`config.mk`:
```
export PLATFORM = sky130hd
export DESIGN_NAME = led_palette_fader
export DESIGN_NICKNAME = d
export VERILOG_FILES = /design/src/rtl/led_palette_fader_pkg.sv /design/src/rtl/led_step_tick_gen.sv /design/src/rtl/led_palette_fader.sv
export SDC_FILE = /design/constraint.sdc
export NUM_CORES = 1
export LEC_CHECK = 0
export CAP_MARGIN = 30
export CELL_PAD_IN_SITES_DETAIL_PLACEMENT = 0
export CELL_PAD_IN_SITES_GLOBAL_PLACEMENT = 1
export CORE_MARGIN = 2
export CORE_UTILIZATION = 45
export CTS_CLUSTER_DIAMETER = 60
export DETAILED_ROUTE_END_ITERATION = 8
export PLACE_DENSITY = 0.9
export SYNTH_ARGS = -nofsm -noshare
export SYNTH_HDL_FRONTEND = slang
export SYNTH_SLANG_ARGS = --single-unit
```
`constraint.sdc`:
```
create_clock -name i_clk -period 9.78 [get_ports i_clk]
set_clock_uncertainty 0.15 [all_clocks]
set_input_delay 1.956 -clock i_clk [delete_from_list [all_inputs] [get_ports i_clk]]
set_output_delay 1.956 -clock i_clk [all_outputs]
set_load 0.05 [all_outputs]
```
`src/rtl/led_palette_fader_pkg.sv`:
```
// led_palette_pkg: shared types, group offsets and helpers for the palette fader
package led_palette_pkg;
  typedef enum logic {ST_IDLE, ST_SCAN} t_fader_state;
  localparam int c_grp_red = 0;
  localparam int c_grp_green = 1;
  localparam int c_grp_blue = 2;
  localparam int c_grp_basic = 3;
  function automatic int fn_tick_cycles(input longint fclk, input longint us);
    return int'(fclk / 1_000_000 * us);
  endfunction
  function automatic int fn_group_base(input int grp, input int c);
    return grp * c;
  endfunction
  // Move cur toward tgt by at most step, never past tgt and never wrapping.
  function automatic logic [7:0] fn_slew(input logic [7:0] cur, input logic [7:0] tgt,
                                         input logic [7:0] step);
    logic [8:0] d;
    logic [8:0] mag;
    d = {1'b0, tgt} - {1'b0, cur};
    mag = d[8] ? -d : d;
    mag = (mag > {1'b0, step}) ? {1'b0, step} : mag;
    return d[8] ? cur - mag[7:0] : cur + mag[7:0];
  endfunction
endpackage

```
`src/rtl/led_step_tick_gen.sv`:
```
// led_step_tick_gen: free-running down-counter producing a 1-cycle tick every parm_cycles clocks
module led_step_tick_gen #(
  parameter int parm_cycles = 40
) (
  input  logic i_clk,
  input  logic i_arstn,
  output logic o_tick
);
  localparam int c_w = ($clog2(parm_cycles) > 0) ? $clog2(parm_cycles) : 1;
  localparam logic [c_w-1:0] c_reload = c_w'(parm_cycles - 1);
  logic [c_w-1:0] r_count;
  logic w_tick;
  assign w_tick = r_count == '0;
  assign o_tick = w_tick;
  always_ff @(posedge i_clk or negedge i_arstn)
    if (!i_arstn) r_count <= c_reload;
    else r_count <= w_tick ? c_reload : r_count - c_w'(1);
endmodule

```
`src/rtl/led_palette_fader.sv`:
```
// led_palette_fader: per-channel palette targets slewed toward by a periodic one-channel-per-cycle scan
module led_palette_fader
  import led_palette_pkg::*;
#(
  parameter int parm_color_led_count = 4,
  parameter int parm_basic_led_count = 4,
  parameter int parm_FCLK = 40_000_000,
  parameter int parm_step_period_microseconds = 1000,
  parameter int parm_step_size = 1
) (
  input  logic i_clk,
  input  logic i_arstn,
  input  logic i_cmd_valid,
  output logic o_cmd_ready,
  input  logic [$clog2(3*parm_color_led_count+parm_basic_led_count+1)-1:0] i_cmd_index,
  input  logic [7:0] i_cmd_target,
  input  logic i_cmd_immediate,
  output logic o_cmd_error,
  output logic [8*parm_color_led_count-1:0] o_color_led_red_value,
  output logic [8*parm_color_led_count-1:0] o_color_led_green_value,
  output logic [8*parm_color_led_count-1:0] o_color_led_blue_value,
  output logic [8*parm_basic_led_count-1:0] o_basic_led_lumin_value,
  output logic o_all_settled
);
  localparam int c_c = parm_color_led_count;
  localparam int c_b = parm_basic_led_count;
  localparam int c_n = 3 * c_c + c_b;
  localparam int c_iw = $clog2(c_n + 1);
  localparam int c_tick_cycles = fn_tick_cycles(parm_FCLK, parm_step_period_microseconds);
  localparam logic [7:0] c_step = 8'(parm_step_size);
  localparam logic [c_iw-1:0] c_last = c_iw'(c_n - 1);
  localparam int c_red_base = fn_group_base(c_grp_red, c_c);
  localparam int c_green_base = fn_group_base(c_grp_green, c_c);
  localparam int c_blue_base = fn_group_base(c_grp_blue, c_c);
  localparam int c_basic_base = fn_group_base(c_grp_basic, c_c);
  // A scan plus its entry/exit must fit between ticks or ticks would pile up.
  if (c_tick_cycles <= c_n + 2) begin : g_bad_period
    $error("led_palette_fader: tick period %0d too short for %0d channels", c_tick_cycles, c_n);
  end
  t_fader_state r_state, w_state_nx;
  logic [c_iw-1:0] r_scan_idx;
  logic r_pending, r_changed, r_ready, r_error, r_settled;
  logic [7:0] r_tgt [c_n];
  logic [7:0] r_cur [c_n];
  logic w_tick, w_start, w_last, w_scan, w_accept, w_in_range, w_moved, w_clear_settled;
  logic [7:0] w_cur_sel, w_tgt_sel, w_cmd_cur, w_slewed;
  led_step_tick_gen #(.parm_cycles(c_tick_cycles)) u_tick (
    .i_clk  (i_clk),
    .i_arstn(i_arstn),
    .o_tick (w_tick)
  );
  always_ff @(posedge i_clk or negedge i_arstn)
    if (!i_arstn) r_state <= ST_IDLE;
    else r_state <= w_state_nx;
  always_comb begin
    w_start = 1'b0;
    w_last = 1'b0;
    w_state_nx = r_state;
    if (r_state == ST_IDLE) begin
      w_start = w_tick || r_pending;
      w_state_nx = w_start ? ST_SCAN : ST_IDLE;
    end else begin
      w_last = r_scan_idx == c_last;
      w_state_nx = w_last ? ST_IDLE : ST_SCAN;
    end
  end
  always_comb begin
    w_cur_sel = '0;
    w_tgt_sel = '0;
    w_cmd_cur = '0;
    for (int j = 0; j < c_n; j++) begin
      if (r_scan_idx == c_iw'(j)) begin
        w_cur_sel = r_cur[j];
        w_tgt_sel = r_tgt[j];
      end
      if (i_cmd_index == c_iw'(j)) w_cmd_cur = r_cur[j];
    end
  end
  assign w_scan = r_state == ST_SCAN;
  assign w_slewed = fn_slew(w_cur_sel, w_tgt_sel, c_step);
  assign w_moved = w_scan && (w_slewed != w_cur_sel);
  // r_ready is only ever high in ST_IDLE, so it also gates accepts.
  assign w_accept = i_cmd_valid && r_ready;
  assign w_in_range = i_cmd_index < c_iw'(c_n);
  assign w_clear_settled = w_accept && w_in_range && !i_cmd_immediate && (i_cmd_target != w_cmd_cur);
  always_ff @(posedge i_clk or negedge i_arstn)
    if (!i_arstn) begin
      r_scan_idx <= '0;
      r_pending <= 1'b0;
      r_changed <= 1'b0;
      r_ready <= 1'b0;
      r_error <= 1'b0;
      r_settled <= 1'b1;
      for (int j = 0; j < c_n; j++) begin
        r_tgt[j] <= '0;
        r_cur[j] <= '0;
      end
    end else begin
      r_ready <= w_state_nx == ST_IDLE;
      r_error <= w_accept && !w_in_range;
      r_pending <= (w_scan && w_tick) || (r_pending && !w_start);
      r_scan_idx <= w_start ? '0 : w_scan ? r_scan_idx + c_iw'(1) : r_scan_idx;
      r_changed <= w_start ? 1'b0 : r_changed || w_moved;
      r_settled <= w_last ? !(r_changed || w_moved) : w_clear_settled ? 1'b0 : r_settled;
      for (int j = 0; j < c_n; j++) begin
        if (w_accept && i_cmd_index == c_iw'(j)) begin
          r_tgt[j] <= i_cmd_target;
          if (i_cmd_immediate) r_cur[j] <= i_cmd_target;
        end
        if (w_scan && r_scan_idx == c_iw'(j)) r_cur[j] <= w_slewed;
      end
    end
  assign o_cmd_ready = r_ready;
  assign o_cmd_error = r_error;
  assign o_all_settled = r_settled;
  for (genvar g = 0; g < c_c; g++) begin : g_color
    assign o_color_led_red_value[8*g+7 -: 8] = r_cur[c_red_base+g];
    assign o_color_led_green_value[8*g+7 -: 8] = r_cur[c_green_base+g];
    assign o_color_led_blue_value[8*g+7 -: 8] = r_cur[c_blue_base+g];
  end
  for (genvar g = 0; g < c_b; g++) begin : g_basic
    assign o_basic_led_lumin_value[8*g+7 -: 8] = r_cur[c_basic_base+g];
  end
endmodule
```
; Yosys cells after proc, flatten, opt, wreduce, memory -nomap -nowiden
; Cells that the tools add are included.
[totals]
register_bits = 283
latch_bits = 0
ram_bits = 0
romBits = 0
wordCells = 276
memories = 0
[op_classes]
add_sub_neg = 6
multipliers = 0
n_div = 0
magnitude_cmp = 2
n_eq_ne = 32
n_shift = 0
muxes = 95
bitwise = 1
reduce_logical = 100
[op_table]
columns = operator, count
row1 = 2-to-1 mux 8 bit, 83
row2 = == test 5 x 4 -> 1 bit (second input constant), 16
row3 = nonzero test 2 bit, 34
row4 = == test 5 x 3 -> 1 bit (second input constant), 8
row5 = logical AND 1 bit, 40
row6 = AND reduction 2 bit, 16
row7 = == test 5 x 2 -> 1 bit (second input constant), 4
row8 = zero test 16 bit, 1
row9 = 2-to-1 mux 16 bit, 1
row10 = != test 8 bit, 2
row11 = subtractor 16 x 1 -> 16 bit (second input constant), 1
row12 = == test 5 x 1 -> 1 bit (second input constant), 2
row13 = zero test 5 bit, 2
row14 = 2-to-1 mux 5 bit, 2
row15 = greater-than comparator 9 x 1 -> 1 bit (second input constant), 1
row16 = 2-to-1 mux 9 bit, 1
row17 = negator 9 bit, 1
row18 = subtractor 8 x 8 -> 9 bit, 1
row19 = adder 8 bit, 1
row20 = 2-to-1 mux 1 bit, 8
row21 = subtractor 8 bit, 1
row22 = adder 5 x 1 -> 5 bit (second input constant), 1
row23 = < comparator 5 bit (second input constant), 1
row24 = zero test 1 bit, 4
row25 = other kinds (2), 4

; Longest topological paths before layout
; Gate-level depths: netlist of the first run.
[depth]
ltp_word = 29
depth_mapped = 40
mapped_depth_nobuf = 36

; Hierarchy
; Synthesis of the first run repeated with hierarchy kept, for this count alone.
[unflattened]
hier_cells = 1822
hier_area_um2 = 17434.2
[modules_own_cells]
columns = module, n_inst, cells_each, area_per_inst_um2, seq_area_each_um2
row1 = led_palette_fader, 1, 1753, 16652.2, 6682.7
row2 = led_step_tick_gen, 1, 69, 782.0, 412.9

; Worst setup path after synthesis of the first run
; Ideal clock, no wire load.
[synth_path]
path_kind = flip-flop to flip-flop
startpoint = register r_scan_idx[0]
endpoint = register r_cur (netlist bit o_color_led_blue_value[15])
setup_time_ps = 119
arrival_time_ps = 7231
t_required_ps = 9511
slack_ps = 2280
stages_incl_launch_ff = 37
period_less_slack_ps = 7500
cell_sequence = dfrtp_1 -> inv_1 -> ha_1 -> buf_2 -> or4b_4 -> buf_2 -> clkbuf_1 -> a211oi_1 -> a221oi_1 -> a211oi_1 -> a21oi_1 -> o21ai_0 -> o21ai_0 -> o21ai_0 -> a21oi_1 -> ha_1 -> fa_1 -> xnor2_1 -> a311o_1 -> nor3b_2 -> and3_2 -> mux2i_1 -> a32oi_1 -> nor3_1 -> o311ai_0 -> inv_1 -> ha_1 -> or2_2 -> ha_1 -> or2_2 -> a21oi_1 -> a31oi_1 -> a21oi_2 -> xnor2_2 -> xor2_2 -> buf_6 -> o21ai_2
[synth_between]
elab_chain_len = 25
word_cells_on_any_way = 61
cone_classes = 4 x add/sub / 1 x order compare / 15 x eq/ne / 36 x mux / 5 x reduce/logical
[synth_lines]
columns = item, line_no
row1 = start: declaration, led_palette_fader.sv:41  ; logic [c_iw-1:0] r_scan_idx;
row2 = start signal: assignment, led_palette_fader.sv:102  ; r_scan_idx <= w_start ? '0 : w_scan ? r_scan_idx + c_iw'(1) : r_scan_idx;
row3 = zero test 5 bit, led_palette_fader.sv:72  ; if (r_scan_idx == c_iw'(j)) begin
row4 = 2-to-1 mux 8 bit (16 in a row), led_palette_fader.sv:72
row5 = subtractor 8 x 8 -> 9 bit, led_palette_fader_pkg.sv:19  ; d = {1'b0, tgt} - {1'b0, cur};
row6 = negator 9 bit, led_palette_fader_pkg.sv:20  ; mag = d[8] ? -d : d;
row7 = 2-to-1 mux 9 bit, led_palette_fader_pkg.sv:20
row8 = greater-than comparator 9 x 1 -> 1 bit, led_palette_fader_pkg.sv:21  ; mag = (mag > {1'b0, step}) ? {1'b0, step} : mag;
row9 = 2-to-1 mux 8 bit, led_palette_fader_pkg.sv:21
row10 = adder 8 bit or subtractor 8 bit (tied branches), led_palette_fader_pkg.sv:22  ; return d[8] ? cur - mag[7:0] : cur + mag[7:0];
row11 = 2-to-1 mux 8 bit, led_palette_fader_pkg.sv:22
row12 = 2-to-1 mux 8 bit, led_palette_fader.sv:110  ; if (w_scan && r_scan_idx == c_iw'(j)) r_cur[j] <= w_slewed;
row13 = end signal: indexed assignment, led_palette_fader.sv:108  ; if (i_cmd_immediate) r_cur[j] <= i_cmd_target;
row14 = end signal: indexed assignment, led_palette_fader.sv:110
row15 = end: declaration, led_palette_fader.sv:44  ; logic [7:0] r_cur [c_n];
; Parallel ways exist; a longest one is shown, timed or not.
; A chain may end at the register's enable or synchronous reset.

; Worst setup path in the final report of the first run
[layout_path]
startpoint = register r_scan_idx[0]
endpoint = register r_cur (netlist bit o_color_led_red_value[23])
; Same word-level chain as after synthesis.

==> summary.txt, run 1 <==
Placed design
  • Dpl ws: ~1200 ps
  • Placer Congestion: ~1.0
  • DP Wirelength: 46300 um
  • Placed insts: roughly 2400
  • Port bufs: ~150

Timing
  • Setup violators final: 0
  • Setup TNS: 0 ps
  • Max-slew violations: 0
  • RSZ-0062 raised after global routing: no
  • Slew HR: 26.9%
  • Hold slack: 323 ps
  • Tcrit/Tclk final: approximately 90%
  • Final critical-path required period: 8880 ps
  • Fmax: around 0.11 GHz
  • Slew @ Worst Pin: 1090 ps
  • Final worst slack: roughly 900 ps
  • Hold Fails Final Rpt: 0

Logic synthesis
  • Cells after Synth: ~1800
  • Top FF cell, synth: dfrtp_1
  • Synthesized area: approximately 17000 um^2
  • Sequential fraction of the synthesis area: 41.0%
  • Ys async rst share: 100%
  • Synth cell types: around 100
  • Syn Area/Cell: 9.74 um^2
  • Yosys Warn Count: 0
  • Syn_nets: around 1800
  • Post-synth EDFFs: 0
  • FF+latch count, synth: 283

Floorplan
  • Site row count: ~70
  • Core Box Area: roughly 38000 um^2
  • DIE WIDTH: approximately 200 um
  • Initial Utilization: 45.8%
  • Die area: about 40000 um^2
  • Die Y: ~200 um
  • Top Ports: around 150

Pwr
  • Design Power: between 3000 and 4000 uW
  • Clock share of power: a little under two fifths
  • Psw: approximately 1000 uW
  • Flop pwr share: between 40% and 50%
  • P per Cell Area: 161 nW/um^2
  • Worst vdd ir: ~0.12 mV
  • Internal power: 2210 uW
  • Comb pwr share: a little under a fifth
  • Switching share of power: around 32%
  • Leak: between 0.009 and 0.01 uW

GRT
  • First-pass GRT wire length: roughly 99000 um
  • Antenna violations before repair: 0
  • Tot GR Track Use: 33.5%
  • Largest net degree at the start of global routing: around 180
  • Vias in the first global route: between 10000 and 15000
  • Grt ovf: 0

Setup path
  • CP max FO: 27
  • Reg2reg end: o_color_led_red_value[23]
  • Worst reg2reg path depth: 30
  • Crit path kind: reg2reg
  • Worst setup path endpoint: o_color_led_red_value[23]
  • Cell mode on critical path: ha_1
  • Data required time of the critical path: a little over 10000 ps
  • Worst reg-to-reg setup slack: approximately 900 ps
  • Nature of the critical path startpoint: register
  • CP startpoint: r_scan_idx[0]
  • Critical Path Slowest Stage Cell: ha_1
  • Arrival @ worst endpoint: around 9200 ps
  • FF-to-FF Start: r_scan_idx[0]
  • Delay of the slowest critical-path stage: between 800 and 900 ps
  • Worst setup EP type: register

Detailed routing
  • Vias: between 15000 and 20000
  • Remaining DRCs: 0
  • Vias per std cell: 6.48
  • Avg WL per Cell: approximately 28 um
  • Drt first-iter violations: between 1500 and 2000
  • Drt pass-1 iters: 8
  • DRT Wirelength: approximately 67000 um
  • Antenna-violating nets left: 0

Final layout
  • Share of cells above drive strength 1: 18.1%
  • Post-Layout Cell Count: roughly 2400
  • Final net count: 1916
  • Area growth syn-to-layout: 16.8%
  • Commonest non-fill, non-tap cell in the layout: dfrtp_1
  • Most frequent cells in the layout: dfrtp_1, mux2_2, nand2_1

Worst hold path
  • Hold path startpoint: u_tick.r_count[0]
  • Worst Hold Class: reg2reg

Clocking
  • Hold Buf Count CTS: 0
  • TritonCTS Buffers: 31
  • H-tree depth: 1
  • Clock Sink Count: ~280
  • Post-CTS Resized: 0
  • Root Buffer: clkbuf_16
  • Clk Latency, worst-skew pair: between 500 and 600 ps
  • Clk buf depth: 3
  • CTS tree: yes
  • Worst-path clk slew: about 70 ps
  • Post-CTS Setup Bufs: 0

Status
  • Outcome: completed

Flow run
  • Number of max-cap violations: 0
## power groups by stage
| stage | Combinational [uW] | Sequential, uW | Clock (uW) |
|---|---|---|---|
| 2_1_floorplan | 206 | 1570 | 0 |
| 3_3_place_gp | 585 | 1460 | 0 |
| 3_5_place_dp | 598 | 1460 | 0 |
| 4_1_cts | 600 | 1440 | 1200 |
| 5_1_grt | 634 | 1460 | 1250 |
| 6_report | 602 | 1450 | 1190 |
## kinds of logic (layout without fill, tap and decap cells)
kind of cell	after synthesis	count (layout)	synth area share, %
multiplexers	264	264	16.6
other	1	2	0.0217
AO/OA/AOI/OAI	490	490	19.1
flip-flops	283	283	41.0
XOR/XNOR	41	41	2.34
AND/OR/NAND/NOR	510	510	14.6
adder cells (fa/ha/maj)	27	27	2.04
buffers and inverters	161	281	4.37
## per-stage QoR
step | instance area [um^2] | utilization [%]
2_1_floorplan | 17300 | -
3_3_place_gp | 19100 | 50.7
3_5_place_dp | 19200 | 50.8
4_1_cts | 20200 | 53.5
5_1_grt | 20200 | 53.5
6_report | 20200 | 53.5
## how the worst min path moves through the flow
| stage | to | slack (ps) | depth (start not counted) |
|---|---|---|---|
| 2_1_floorplan | u_tick.r_count[0] | 290 | 1 |
| 3_3_place_gp | u_tick.r_count[0] | 300 | 1 |
| 3_5_place_dp | u_tick.r_count[0] | 310 | 1 |
| 4_1_cts | u_tick.r_count[0] | 330 | 1 |
| 5_1_grt | u_tick.r_count[0] | 360 | 1 |
| 6_report | u_tick.r_count[0] | 320 | 1 |
## state kept, by name, summed over array words and instances, names as in the netlist
signal and flops:
o_cmd_ready 1, o_basic_led_lumin_value 32, r_pending 1, o_color_led_green_value 32, o_cmd_error 1, u_tick.r_count 16
r_changed 1, r_state 1, o_color_led_blue_value 32, o_color_led_red_value 32, o_all_settled 1, r_scan_idx 5
r_tgt 128
## layout make-up
cell class,instances,area (um^2)
multi-input cells,1333,9470
clock inverters,15,166
well taps,511,639
clock buffers,43,871
fillers,3332,17500
flip-flops and latches,283,7100
inverters,31,116
repair buffers,192,1850
diodes,1,2.50
## Yosys cell counts (7+ instances only)
library cell | number | share of area [%]
nor3_1 | 27 | 0.78
o221ai_1 | 8 | 0.40
and3_1 | 13 | 0.47
mux2_2 | 178 | 12
clkbuf_1 | 81 | 1.8
a32oi_1 | 24 | 1.2
a31oi_1 | 15 | 0.54
xnor2_1 | 24 | 1.2
ha_1 | 25 | 1.8
mux2i_1 | 86 | 5.0
and2_1 | 8 | 0.29
dfrtp_1 | 272 | 39
buf_6 | 15 | 0.98
a22oi_1 | 31 | 1.3
buf_2 | 22 | 0.64
a211oi_1 | 27 | 1.2
nand4_1 | 12 | 0.43
nand3_1 | 21 | 0.61
nand2b_1 | 11 | 0.40
o31ai_1 | 8 | 0.35
nand3b_1 | 7 | 0.30
a221oi_1 | 20 | 1.0
nor2_1 | 167 | 3.6
a211o_1 | 8 | 0.40
a22o_1 | 7 | 0.35
xor2_1 | 12 | 0.61
inv_1 | 31 | 0.67
a21oi_1 | 133 | 3.8
nor2b_1 | 10 | 0.36
buf_1 | 9 | 0.20
dfstp_2 | 11 | 1.7
o21a_1 | 8 | 0.35
o21ai_1 | 8 | 0.23
o22ai_1 | 9 | 0.33
o211ai_1 | 11 | 0.48
o21ai_0 | 98 | 2.8
nand2_1 | 169 | 3.7
o21ai_2 | 10 | 0.51
## layer usage
layer | track usage (%) | wire length, um | up-vias
li1 | - | - | 6735
met1 | 47.3 | 28000 | 7832
met2 | 51.9 | 29800 | 880
met3 | 5.53 | 6580 | 172
met4 | 12.5 | 2570 | 0
met5 | 0 | 0 | -
## worst max-delay path, delay by kind of cell (launching register included)
family,cells,cell delay (ps)
AO/OA/AOI/OAI,11,2840
adder cells (fa/ha/maj),5,2200
AND/OR/NAND/NOR,7,1700
buffers and inverters,3,770
XOR/XNOR,3,510
flip-flops,1,450
multiplexers,1,80
Note: power is estimated with default switching activity, not from simulation.
==> run 2, diff against run 1 <==
==> constraint.sdc (replaced) <==
create_clock -name i_clk -period 9.78 [get_ports i_clk]
set_clock_uncertainty 0.15 [all_clocks]
set_input_delay 1.956 -clock i_clk [delete_from_list [all_inputs] [get_ports i_clk]]
set_output_delay 1.956 -clock i_clk [all_outputs]
set_load 0.01 [all_outputs]
==> results of run 2 <==
The final DEF is identical to that of run 1. Status: completed.
Main changes from that run: total power 3240 uW -> 3080 uW; worst IR drop on VDD 0.118 mV -> 0.112 mV
